<file path="src/rtl/filter_scheduler.sv">
// filter_scheduler: round-robin time-sharing of one two-tap filter datapath
// between NCH sample sources. It keeps the previous sample of each channel,
// runs one datapath transaction at a time, and returns each result tagged
// with the channel it came from.
module filter_scheduler #(
    parameter int unsigned NCH     = 2,
    parameter int unsigned W       = 32,
    parameter int unsigned TIMEOUT = 15
) (
    input  logic                     clk,
    input  logic                     reset,
    input  logic [NCH-1:0]           in_valid,
    input  logic [NCH*W-1:0]         in_data,
    output logic [NCH-1:0]           in_ready,
    output logic                     dp_start,
    output logic [W-1:0]             dp_x_n,
    output logic [W-1:0]             dp_x_n_1,
    input  logic [W-1:0]             dp_y,
    input  logic                     dp_done,
    output logic                     out_valid,
    output logic [W-1:0]             out_data,
    output logic [$clog2(NCH)-1:0]   out_ch,
    input  logic                     out_ready,
    output logic                     busy,
    output logic                     err_timeout
);

    localparam int unsigned CW = $clog2(NCH);
    localparam int unsigned TW = $clog2(TIMEOUT + 1);

    localparam logic [1:0] S_IDLE  = 2'd0;
    localparam logic [1:0] S_ISSUE = 2'd1;
    localparam logic [1:0] S_WAIT  = 2'd2;
    localparam logic [1:0] S_OUT   = 2'd3;

    logic [1:0]    state_q,    state_d;
    logic [CW-1:0] rr_ptr_q,   rr_ptr_d;
    logic [W-1:0]  cur_x_q,    cur_x_d;
    logic [W-1:0]  cur_x1_q,   cur_x1_d;
    logic [CW-1:0] cur_ch_q,   cur_ch_d;
    logic [TW-1:0] timer_q,    timer_d;
    logic [W-1:0]  out_data_q, out_data_d;
    logic [CW-1:0] out_ch_q,   out_ch_d;
    logic          err_q,      err_d;
    logic [W-1:0]  hist_q [NCH];

    logic          grant_found;
    logic [CW-1:0] grant_ch;
    logic [W-1:0]  grant_x;
    logic [W-1:0]  grant_hist;
    logic          hist_we;

    // Channel index (base + off) modulo NCH; works for non-power-of-two NCH.
    function automatic logic [CW-1:0] ch_add(input logic [CW-1:0] base,
                                             input int unsigned off);
        int unsigned sum;
        sum = 32'(base) + off;
        return CW'(sum % NCH);
    endfunction

    // Round-robin search: first requesting channel at or after rr_ptr, with wrap.
    always_comb begin
        grant_found = 1'b0;
        grant_ch    = '0;
        for (int unsigned i = 0; i < NCH; i++) begin
            if (!grant_found && in_valid[ch_add(rr_ptr_q, i)]) begin
                grant_found = 1'b1;
                grant_ch    = ch_add(rr_ptr_q, i);
            end
        end
    end

    // Select the granted channel's new sample and its stored history.
    always_comb begin
        grant_x    = '0;
        grant_hist = '0;
        for (int unsigned i = 0; i < NCH; i++) begin
            if (grant_ch == CW'(i)) begin
                grant_x    = in_data[i*W +: W];
                grant_hist = hist_q[i];
            end
        end
    end

    // Transaction sequencing: accept, issue, wait for the datapath, deliver.
    always_comb begin
        state_d    = state_q;
        rr_ptr_d   = rr_ptr_q;
        cur_x_d    = cur_x_q;
        cur_x1_d   = cur_x1_q;
        cur_ch_d   = cur_ch_q;
        timer_d    = timer_q;
        out_data_d = out_data_q;
        out_ch_d   = out_ch_q;
        err_d      = err_q;
        hist_we    = 1'b0;

        case (state_q)
            S_IDLE: begin
                if (grant_found) begin
                    cur_x_d  = grant_x;
                    cur_x1_d = grant_hist;
                    cur_ch_d = grant_ch;
                    hist_we  = 1'b1;
                    rr_ptr_d = ch_add(grant_ch, 1);
                    state_d  = S_ISSUE;
                end
            end
            S_ISSUE: begin
                timer_d = '0;
                state_d = S_WAIT;
            end
            S_WAIT: begin
                if (dp_done) begin
                    out_data_d = dp_y;
                    out_ch_d   = cur_ch_q;
                    state_d    = S_OUT;
                end else begin
                    timer_d = timer_q + 1'b1;
                    // Abort as the count reaches TIMEOUT-1, so the scheduler
                    // is back in IDLE exactly TIMEOUT cycles after dp_start.
                    if (timer_q == TW'(TIMEOUT - 2)) begin
                        err_d   = 1'b1;
                        state_d = S_IDLE;
                    end
                end
            end
            S_OUT: begin
                if (out_ready) begin
                    state_d = S_IDLE;
                end
            end
            default: state_d = S_IDLE;
        endcase
    end

    // State and datapath registers with synchronous reset.
    always_ff @(posedge clk) begin
        if (reset) begin
            state_q    <= S_IDLE;
            rr_ptr_q   <= '0;
            cur_x_q    <= '0;
            cur_x1_q   <= '0;
            cur_ch_q   <= '0;
            timer_q    <= '0;
            out_data_q <= '0;
            out_ch_q   <= '0;
            err_q      <= 1'b0;
            for (int unsigned i = 0; i < NCH; i++) begin
                hist_q[i] <= '0;
            end
        end else begin
            state_q    <= state_d;
            rr_ptr_q   <= rr_ptr_d;
            cur_x_q    <= cur_x_d;
            cur_x1_q   <= cur_x1_d;
            cur_ch_q   <= cur_ch_d;
            timer_q    <= timer_d;
            out_data_q <= out_data_d;
            out_ch_q   <= out_ch_d;
            err_q      <= err_d;
            if (hist_we) begin
                hist_q[grant_ch] <= grant_x;
            end
        end
    end

    // Accept pulse only to the granted channel, only while idle.
    always_comb begin
        in_ready = '0;
        if (state_q == S_IDLE && grant_found && !reset) begin
            in_ready[grant_ch] = 1'b1;
        end
    end

    assign dp_start    = (state_q == S_ISSUE);
    assign dp_x_n      = cur_x_q;
    assign dp_x_n_1    = cur_x1_q;
    assign out_valid   = (state_q == S_OUT);
    assign out_data    = out_data_q;
    assign out_ch      = out_ch_q;
    assign busy        = (state_q != S_IDLE);
    assign err_timeout = err_q;

endmodule

</file>
<file path="config.mk">
export PLATFORM = sky130hd
export DESIGN_NAME = filter_scheduler
export DESIGN_NICKNAME = d
export VERILOG_FILES = /design/src/rtl/filter_scheduler.sv
export SDC_FILE = /design/constraint.sdc
export NUM_CORES = 1
export LEC_CHECK = 0
export ABC_AREA = 0
export BUFFER_PORTS_ARGS = -buffer_cell sky130_fd_sc_hd__clkbuf_2
export CAP_MARGIN = 10
export CELL_PAD_IN_SITES_DETAIL_PLACEMENT = 2
export CELL_PAD_IN_SITES_GLOBAL_PLACEMENT = 2
export CORE_MARGIN = 1.5
export CORE_UTILIZATION = 30
export CTS_BUF_LIST = sky130_fd_sc_hd__clkbuf_8
export DETAILED_ROUTE_END_ITERATION = 7
export GPL_TIMING_DRIVEN = 0
export PLACE_DENSITY = 0.75
export SLEW_MARGIN = 40
export SYNTH_ARGS = -nofsm -noshare
export SYNTH_HDL_FRONTEND = slang
export SYNTH_SLANG_ARGS = --single-unit
</file>
<file path="constraint.sdc">
create_clock -name clk -period 4.67 [get_ports clk]
set_input_delay 0.2335 -clock clk [delete_from_list [all_inputs] [get_ports clk]]
set_output_delay 0.2335 -clock clk [all_outputs]
set_load 0.05 [all_outputs]
</file>
-- Word level (Yosys, flattened, before mapping)
Memory sizes are Yosys's and may differ from the RTL's.
Cells that the tools add are included.
- register bits: 106
- memory bits (writable): 64
- bits of input ports: 102
- output and inout bits: 103
- logic and storage cells: 71
- memories kept: 1
- memory list (memory ; depth ; bits a word ; read ports ; clocked after memory_dff ; write ports ; RTL line ; RTL):
    hist_q ; 2 ; 32 ; 2 ; 0 ; 2 ; 45 ; logic [W-1:0] hist_q [NCH];
- add/subtract/negate cells: 3
- magnitude comparators: 4
- eq/ne operators: 8
- multiplexer cells: 30
- bitwise logic cells: 1
- reductions and logical operators: 15
- operators by type and width (cell ; number):
    two-way mux 32 bit ; 3
    OR reduction 32 bit ; 1
    two-way mux 1 bit ; 18
    two-way mux 2 bit ; 5
    case mux 2 bit (4 select lines) ; 1
    case mux 4 bit (2 select lines) ; 1
    less-than comparator 1 x 2 -> 1 bit, second input constant ; 3
    AND reduction 2 bit ; 3
    AND reduction 3 bit ; 2
    adder 4 x 1 -> 4 bit, second input constant ; 1
    == test 2 bit, second input constant ; 2
    == test 4 bit, second input constant ; 1
    logical AND 1 bit ; 4
    two-way mux 4 bit ; 1
    inequality test 2 bit, second input constant ; 2
    nonzero test 2 bit ; 2
    inequality test 3 bit, second input constant ; 1
    adder 1 bit, second input constant ; 2
    == test 2 x 1 -> 1 bit, second input constant ; 1
    logical NOT 1 bit ; 2
    logical NOT 2 bit ; 1
    inequality test 2 x 1 -> 1 bit, second input constant ; 1
    demux 1 bit (select 1 bit) ; 1
    greater-or-equal comparator 1 bit, second input constant ; 1
    inverter 1 bit ; 1

-- Logic depth before layout (Yosys ltp)
- word-level depth: 13
- mapped depth: 6
- gate-level depth less buffers: 5

-- Worst setup path after synthesis
No wires, ideal clock.
- kind: flip-flop to flip-flop
- start: register state_q[1]
- end: memory hist_q[0][0] (enable)
- library setup time: 466 ps
- arrival: 3046 ps
- required time: 4204 ps
- path slack: 1158 ps
- cell stages (with the launch flop): 4
- buffers on the path: 1
- clock period less this slack: 3512 ps
- cell sequence: dfxtp_1 buf_4 a211o_1 o21ai_0
- RTL lines (element ; RTL line ; RTL):
    start, declared ; 36 ; logic [1:0] state_q, state_d;
    start signal, assigned ; 153 ; state_q <= state_d;
    end, declared ; 45 ;

-- Worst setup path after layout
- start: register state_q[1]
- end: output in_ready[1]
- longest elaborated chain between the ends: 4
- RTL lines (element ; RTL line ; RTL):
    logical NOT 2 bit ; 171 ; if (state_q == S_IDLE && grant_found && !reset) begin
    logical AND 1 bit (2 in series) ; 171 ;
    two-way mux 2 bit ; 171 ;
    end, declared ; 14 ; output logic [NCH-1:0] in_ready,
Every way passes these cells.

==> flow_metrics.env <==
export IMPL_postCtsResizedCells=0
export IMPL_fin_ws_ns=2.29
export IMPL_path_max_fanout=10
export IMPL_finClkSkew_ns=0.0176
export IMPL_rows=55
export IMPL_crit_chain="nor2_4 -> inv_2 -> nor4_4 -> buf_6 -> clkbuf_2"
export IMPL_hp_class="in -> reg"
export IMPL_internal_power_uw=2310
export IMPL_io_buffers=202
export IMPL_rsz0062_at_grt="false"
export IMPL_routed_wl_um=27000
export IMPL_crit_buf_inv=3
export IMPL_grt_pass1_vias=7235
export IMPL_cts_buffers=17
export IMPL_placed_area_sq_mm=0.00837
export IMPL_clockRootBuffer="clkbuf_8"
export IMPL_cts_tree="done"
export IMPL_syn2layout_area_growth_pct=30.9
export IMPL_dp_slack_ns=2.34
export IMPL_total_power_uw=3700
export IMPL_n_antenna_cell=0
export IMPL_ctsHoldBuffers=33
export IMPL_hold_viol=0
export IMPL_tightest_slew_ns=0.728
export IMPL_cp_num_cells=5
export IMPL_start_util=0.306
export IMPL_clk_latency_ns=0.48
export IMPL_drv_cap=0
export IMPL_yosysSeqAreaShare=0.581
export IMPL_path_clk_slew_ns=0.11
export IMPL_p_leak_uw=0.00393
export IMPL_yosysMostFrequentCell="dfxtp_1"
export IMPL_ys_flop_type="dfxtp_1"
export IMPL_grt_usage=0.225
export IMPL_drt_iter0_drc=374
export IMPL_yosysTopAreaCell="dfxtp_1"
export IMPL_vias_per_cell=5.40
export IMPL_h_tree_depth=4
export IMPL_synthDistinctLibCells=41
export IMPL_synth_commonest_cells="dfxtp_1 (106), a21oi_1 (102), nand2_1 (70)"
export IMPL_synth_top_area_frac=0.305
export IMPL_nets=1016
export IMPL_r2r_cells=4
export IMPL_pin_count=205
export IMPL_status="completed"
export IMPL_cp_start_kind="register"
export IMPL_netlist_area_sq_mm=0.00696
export IMPL_syn_inst=656
export IMPL_drive_gt1_frac=0.311
export IMPL_overflow=0
export IMPL_syn_area_per_cell_sq_um=10.6
export IMPL_peakVddDrop_mv=0.154
export IMPL_p_per_area_mw_per_mm2=406
export IMPL_critPathRequiredTime_ns=4.44
export IMPL_antenna_found_initial=0
export IMPL_wl_per_cell_um=22.3
export IMPL_period_minus_slack_ns=2.38
export IMPL_fin_area_sq_mm=0.00910
export IMPL_drc=0
export IMPL_core_area_sq_mm=0.0227
export IMPL_crit_family="simple AND/OR/NAND/NOR gates"
export IMPL_first_pass_iters=4
export IMPL_timing_fmax_mhz=420
export IMPL_clk_path_buf_depth=2
export IMPL_p_seq_frac=0.471
export IMPL_yosysWarnings=0
export IMPL_slowest_stage="nor4_4"
export IMPL_post_cts_buffers=0
export IMPL_synthArstFlopShare=0
export IMPL_cpPeakStageDelay_ns=0.39
export IMPL_clkPwrFrac=0.291
export IMPL_grt_pass1_wl_um=41000
export IMPL_dpl_hpwl_um=18500
export IMPL_die_w_um=155
export IMPL_vias=6535
export IMPL_synthTopCellsByArea="dfxtp_1 (31%), edfxtp_1 (28%), a21oi_1 (7.3%), o211a_1 (4.5%), a221o_1 (4.3%)"
export IMPL_dieArea_sq_mm=0.0241
export IMPL_grt_max_degree=33
export IMPL_power_frac_comb=0.239
export IMPL_final_util=0.401
export IMPL_syn_nets=760
export IMPL_cts_sinks=170
export IMPL_slew_headroom=0.515
export IMPL_power_switching_uw=1390
export IMPL_cp_arrival_ns=2.15
export IMPL_final_antenna_net_count=0
export IMPL_ys_seq_elements=170
export IMPL_slew_violations=0
export IMPL_fin_crit_sh=0.510
export IMPL_hold_depth=3
export IMPL_crit_type="reg -> out"
export IMPL_place_congestion=0.736
export IMPL_setup_viol=0
export IMPL_endpoint_kind="output pin"
export IMPL_synth_edff_count=64
export IMPL_switching_share=0.375
export IMPL_fp_dieH_um=155
==> final cells by class <==
type / count / area (sq um)
flip-flops and latches: 170 / 4040
repair buffers: 237 / 1370
fillers: 2489 / 13600
clock buffers: 17 / 234
clock inverters: 15 / 170
multi-input cells: 407 / 2560
well taps: 285 / 357
inverters: 8 / 30.0
plain buffers: 71 / 338
==> layout by cell type, fill, tap and decap left out, drive strengths merged, types with 2 or more instances in the layout <==
cell type and instances:
a31oi 2, nor2 4, dlygate4sd3 33, buf 41
o211a 31, dfxtp 106, nor3 2, nand2 70
clkinv 5, a311oi 33, inv 17, nand4 2
a211oi 2, a21oi 102, edfxtp 64, clkbuf 251
a221o 30, nor4 33, nand2b 5, a211o 2
o21ai 36, nand3 39, ha 2, a41oi 2
==> path summary, 6_finish.rpt <==
path                from            to  slack [ns]
max           state_q[1]   in_ready[1]        2.29
min          in_data[19]    dp_x_n[19]        0.06
max reg2reg   state_q[1]  hist_q[1][2]        2.35
min reg2reg     cur_ch_q        out_ch        0.45
==> logic make-up after synthesis <==
group           after synthesis  synth area share
compound gates              240             0.238
flops                       170             0.581
simple gates                164             0.123
buf+inv                      79            0.0529
fa+ha+maj                     2           0.00360
xor+xnor                      1           0.00126
==> power by group through the flow <==
stage               Sequential [uW]  Combinational [uW]  Clock (uW)
CTS                            1740                 884        1100
global route                   1750                 940        1170
global placement               1770                 834           0
detailed placement             1770                 857           0
floorplan                      2010                 317           0
finish                         1740                 883        1070
==> worst reg2reg max path, cell delays in order, from the launching register on <==
cell      delay (ns)
dfxtp_1         0.38
nor2_4          0.28
clkbuf_1        0.50
nand3_1         0.31
nand2_4         0.47
==> sequential cells by signal, indices dropped and copies added (netlist names), 2 cells and up <==
name / cells
dp_x_n: 32
dp_x_n_1: 32
hist_q: 64
out_data: 32
state_q: 2
timer_q: 4
==> routing by layer <==
layer / part of all wire / up-vias / track usage
li1: - / 3036 / -
met1: 0.43 / 3239 / 0.273
met2: 0.50 / 213 / 0.394
met3: 0.052 / 47 / 0.0462
met4: 0.024 / 0 / 0.0825
met5: 0 / - / 0
==> stage by stage <==
step / TNS [ns] / hold slack (ns) / instances
4_1_cts: 0 / 0.0371 / 1210
5_1_grt: 0 / 0.0734 / 1210
6_report: 0 / 0.0571 / 1210
3_5_place_dp: 0 / 0.441 / 1145
2_1_floorplan: 0 / 0.330 / 656
3_3_place_gp: -26.46 / 0.442 / 1143
No activity file was read; power rests on OpenSTA's default activity.
